$ cat src/rtl/imm_encoder.sv
// RV32I instruction packer: fields + signed immediate -> instruction word, 2-stage valid/ready pipe.
// Optional: define IMM_ENC_ERRCNT_EN to add a saturating err_cnt output.
module imm_encoder #(
    parameter logic [31:0] NOP_INST = 32'h00000013
) (
    input  logic        clk,
    input  logic        rst_n,
    input  logic        in_valid,
    output logic        in_ready,
    input  logic [2:0]  in_fmt,
    input  logic [6:0]  in_opcode,
    input  logic [4:0]  in_rd,
    input  logic [4:0]  in_rs1,
    input  logic [4:0]  in_rs2,
    input  logic [2:0]  in_funct3,
    input  logic [6:0]  in_funct7,
    input  logic [31:0] in_imm,
    output logic        out_valid,
    input  logic        out_ready,
    output logic [31:0] out_inst,
    output logic        out_err
`ifdef IMM_ENC_ERRCNT_EN
    ,
    output logic [7:0]  err_cnt
`endif
);

    typedef enum logic [2:0] {
        FMT_U      = 3'd0,
        FMT_J      = 3'd1,
        FMT_I      = 3'd2,
        FMT_S      = 3'd3,
        FMT_B      = 3'd4,
        FMT_ISHIFT = 3'd5,
        FMT_BAD6   = 3'd6,
        FMT_BAD7   = 3'd7
    } fmt_e;

    fmt_e        in_fmt_e;
    logic        imm_ok;

    logic        s1_valid;
    fmt_e        s1_fmt;
    logic [6:0]  s1_opcode;
    logic [4:0]  s1_rd;
    logic [4:0]  s1_rs1;
    logic [4:0]  s1_rs2;
    logic [2:0]  s1_f3;
    logic        s1_f7b5;
    logic [31:0] s1_imm;
    logic        s1_ok;

    logic        s2_valid;
    logic        s1_adv;
    logic        s2_adv;
    logic [31:0] enc;

    // Only funct7[5] matters (ISHIFT); the rest is intentionally dropped.
    logic        unused_f7;
    assign unused_f7 = ^{in_funct7[6], in_funct7[4:0]};

    assign in_fmt_e  = fmt_e'(in_fmt);
    assign s2_adv    = !s2_valid || out_ready;
    assign s1_adv    = !s1_valid || s2_adv;
    assign in_ready  = s1_adv;
    assign out_valid = s2_valid;

    always_comb begin
        imm_ok = 1'b0;
        case (in_fmt_e)
            FMT_U:      imm_ok = (in_imm[11:0] == '0);
            FMT_J:      imm_ok = ($signed(in_imm) >= -32'sd1048576) &&
                                 ($signed(in_imm) <=  32'sd1048574) && !in_imm[0];
            FMT_I,
            FMT_S:      imm_ok = ($signed(in_imm) >= -32'sd2048) &&
                                 ($signed(in_imm) <=  32'sd2047);
            FMT_B:      imm_ok = ($signed(in_imm) >= -32'sd4096) &&
                                 ($signed(in_imm) <=  32'sd4094) && !in_imm[0];
            FMT_ISHIFT: imm_ok = (in_imm <= 32'd31);
            default:    imm_ok = 1'b0;
        endcase
    end

    always_ff @(posedge clk or negedge rst_n) begin
        if (!rst_n) begin
            s1_valid  <= 1'b0;
            s1_fmt    <= FMT_U;
            s1_opcode <= '0;
            s1_rd     <= '0;
            s1_rs1    <= '0;
            s1_rs2    <= '0;
            s1_f3     <= '0;
            s1_f7b5   <= 1'b0;
            s1_imm    <= '0;
            s1_ok     <= 1'b0;
        end else if (s1_adv) begin
            s1_valid <= in_valid;
            if (in_valid) begin
                s1_fmt    <= in_fmt_e;
                s1_opcode <= in_opcode;
                s1_rd     <= in_rd;
                s1_rs1    <= in_rs1;
                s1_rs2    <= in_rs2;
                s1_f3     <= in_funct3;
                s1_f7b5   <= in_funct7[5];
                s1_imm    <= in_imm;
                s1_ok     <= imm_ok;
            end
        end
    end

    always_comb begin
        enc = NOP_INST;
        case (s1_fmt)
            FMT_U:      enc = {s1_imm[31:12], s1_rd, s1_opcode};
            FMT_J:      enc = {s1_imm[20], s1_imm[10:1], s1_imm[11], s1_imm[19:12],
                               s1_rd, s1_opcode};
            FMT_I:      enc = {s1_imm[11:0], s1_rs1, s1_f3, s1_rd, s1_opcode};
            FMT_S:      enc = {s1_imm[11:5], s1_rs2, s1_rs1, s1_f3, s1_imm[4:0], s1_opcode};
            FMT_B:      enc = {s1_imm[12], s1_imm[10:5], s1_rs2, s1_rs1, s1_f3,
                               s1_imm[4:1], s1_imm[11], s1_opcode};
            FMT_ISHIFT: enc = {1'b0, s1_f7b5, 5'b0, s1_imm[4:0], s1_rs1, s1_f3,
                               s1_rd, s1_opcode};
            default:    enc = NOP_INST;
        endcase
    end

    always_ff @(posedge clk or negedge rst_n) begin
        if (!rst_n) begin
            s2_valid <= 1'b0;
            out_inst <= '0;
            out_err  <= 1'b0;
        end else if (s2_adv) begin
            s2_valid <= s1_valid;
            if (s1_valid) begin
                out_inst <= s1_ok ? enc : NOP_INST;
                out_err  <= !s1_ok;
            end
        end
    end

`ifdef IMM_ENC_ERRCNT_EN
    always_ff @(posedge clk or negedge rst_n) begin
        if (!rst_n) begin
            err_cnt <= '0;
        end else if (s2_valid && out_ready && out_err && (err_cnt != '1)) begin
            err_cnt <= err_cnt + 8'd1;
        end
    end
`endif

endmodule

$ cat config.mk
export PLATFORM = sky130hd
export DESIGN_NAME = imm_encoder
export DESIGN_NICKNAME = d
export VERILOG_FILES = /design/src/rtl/imm_encoder.sv
export SDC_FILE = /design/constraint.sdc
export NUM_CORES = 1
export LEC_CHECK = 0
export CORE_MARGIN = 2
export CORE_UTILIZATION = 40
export DETAILED_ROUTE_END_ITERATION = 8
export MAX_ROUTING_LAYER = met4
export PLACE_DENSITY = 0.73
export RECOVER_POWER = 50
export SKIP_CTS_REPAIR_TIMING = 1
export SLEW_MARGIN = 10
export SYNTH_ARGS = -nofsm -noshare
export SYNTH_HDL_FRONTEND = slang
export SYNTH_SLANG_ARGS = --single-unit
$ cat constraint.sdc
create_clock -name clk -period 4.56 [get_ports clk]
set_input_delay 0.912 -clock clk [delete_from_list [all_inputs] [get_ports clk]]
set_output_delay 0.912 -clock clk [all_outputs]
set_load 0.02 [all_outputs]
==> run metrics <==
Post-Syn Nets 457; Num CTS Buffers 9; share of cells above drive strength 1 9.812%; Power, Total 2.349 mW; Buf/Inv on CP 2; crit path DAT 2.23 ns; CTS clk-pin slew, worst paths 0.06 ns; fmax 318.4 MHz; Startpoint Class input pin; CP endpoint kind primary output; Rel. slew slack -6.804%; Hold Vio Cnt, Final 0; cell types with the highest counts after synthesis dfrtp_1 (97), mux2_1 (47), nand2_1 (35), mux2_2 (18); Final WS setup 1.419 ns; Routed wire per std cell 18.02 microns; Port Buf Inserts 99; vias in the first global route 3,614; Cells after Synth 386; placed insts 603; Yosys cell types 42; failing checks capacitance limit, slew limit; core area 10,940 sq um; EDFF count, synth 0; GRT Residual Overflow 0; Hold WS 0.4844 ns; clk_skew 0.004949 ns; Layout area overhead 30.41%; outcome finished, violations left; Worst Path Max Fanout 3; worst skew pair latency 0.34 ns; ANT nets after route 0; detailed placer's ending HPWL 7859 microns; routability congestion estimate 0.8720; maximum clock insertion buffer count 2; final setup fails 0; dominant cell by count in the synthesized netlist dfrtp_1; Synth top area share 53.78%; fraction of registers with async set/reset 100.0%; first-pass GRT wire length 18,170 microns; Worst VDD drop 0.1645 mV; worst hold path class flip-flop to flip-flop; mapped cell area 4513 sq um; reg-to-reg slack, setup 2.31 ns; Synth Warn # 0; CTS HTree Levels 3; clock tree sinks 97; Die Footprint 12,150 sq um; CP max stage delay 0.56 ns; cells taking the most area after synthesis dfrtp_1 (54%), mux2_1 (12%), mux2_2 (4.5%); CTS root buffer clkbuf_16; Final period util 68.89%; number of diodes 0; area post-placement 5595 sq um; CTS tree yes; Slew Viols, Final 66; post-route cell area 5886 sq um; Power Density 399.1 nW/um^2; leak pwr 2.409 nW; Top Ports 106; RSZ-0062 raised after global routing no; area leader, netlist dfrtp_1; FP Rows 38; CP Cell Sequence dlygate4sd3_1 > nand3b_1 > clkdlybuf4s50_1; Worst-Margin Slew 1.602 ns; Die W 110.2 microns; critical path class input pin to primary output; CP top delay family buffers and inverters; Required @ worst endpoint 3.65 ns; # DRC 0; #FFs+latches synth 97; fin util 53.82%; Post-Syn Area per Cell 11.69 sq um; setup TNS 0 ns; Seq/Total Area, Yosys 53.78%; DIE HEIGHT 110.2 microns; max-cap violations 1; 1st-pass router iterations 4; final worst path period need 3.141 ns; total number of vias 3,459; Non-Filler Instances 619; Post-synth top flop dfrtp_1; initial drt markers 225; CP max-delay cell clkdlybuf4s50_1; Setup WS pre-CTS 1.484 ns; Post-Route WL 11,150 microns; initial antenna violation count 0; Total Routing Usage GR 20.22%; via/cell ratio 5.588; pin count of the biggest net entering global routing 66; NumNets Final 545; Initial Utilization 41.27%
[flip-flops by register name (all words and copies together), names as in the netlist]
register / flops
out_err: 1
out_inst: 32
out_valid: 1
s1_f3: 3
s1_f7b5: 1
s1_fmt: 3
s1_imm: 32
s1_ok: 1
s1_opcode: 7
s1_rd: 5
s1_rs1: 5
s1_rs2: 5
s1_valid: 1
[final cells by class]
class                      instances  area, sq um
inverter                           1        3.754
tap                              140        175.2
clock inverter                     7        70.07
sequential                        97         2427
fill                             976         5050
clock buffer                       9        225.2
timing repair buffer             104         1023
multi-input combinational        261         1961
[power by group]
group	switching, mW	total (mW)	leakage [nW]	internal (mW)
combinational	0.263	0.525	1.08	0.262
sequential	0.0929	1.07	1.18	0.974
clock	0.331	0.756	0.146	0.425
[worst reg2reg max path: cells and delay by family, from the launching register on]
family          cells  cell delay (ns)
simple gates        1             0.79
flops               1             0.78
compound gates      3             0.62
[cells by family (layout without fill, tap and decap cells)]
family	count (synthesis)	count (layout)	synth area share, %
muxes	76	76	18.94
buffers and inverters	28	121	2.772
DFF	97	97	53.78
and+or+nand+nor	94	94	10.92
AOI/OAI and AO/OA	91	91	13.58
[final timing paths]
check,start,to,cells past startpoint
hold reg to reg,s1_opcode[2],out_inst[2],1
setup / recovery,out_ready,in_ready,3
setup reg to reg,s1_fmt[0],out_inst[21],4
min in group asynchronous,rst_n,out_inst[5],1
hold / removal,s1_opcode[2],out_inst[2],1
max in group asynchronous,rst_n,out_err,2
[per-layer routing]
metal / up-vias / track usage, % / part of all wire, %
met3: 17 / 3.351 / 6.2
li1: 1609 / - / -
met2: 116 / 31.20 / 46
met4: 0 / 6.518 / 1.6
met5: - / - / 0
met1: 1717 / 27.42 / 46
[placed cells by master, fill, tap and decap left out, types with 8 or more instances in the layout]
cell type / Yosys / layout
o22ai_1: 9 / 9
a22o_1: 14 / 14
a21oi_1: 15 / 15
dlygate4sd3_1: 0 / 12
nor2b_1: 8 / 8
dfrtp_1: 97 / 97
a31oi_1: 11 / 11
mux2_2: 18 / 18
mux2i_1: 10 / 10
o21ai_1: 16 / 16
mux2_1: 47 / 47
a22oi_1: 15 / 15
nor2_1: 14 / 14
clkdlybuf4s50_1: 0 / 86
nand4_1: 10 / 10
clkbuf_16: 0 / 9
nand2_1: 35 / 35
(Power assumes the default switching activity.)
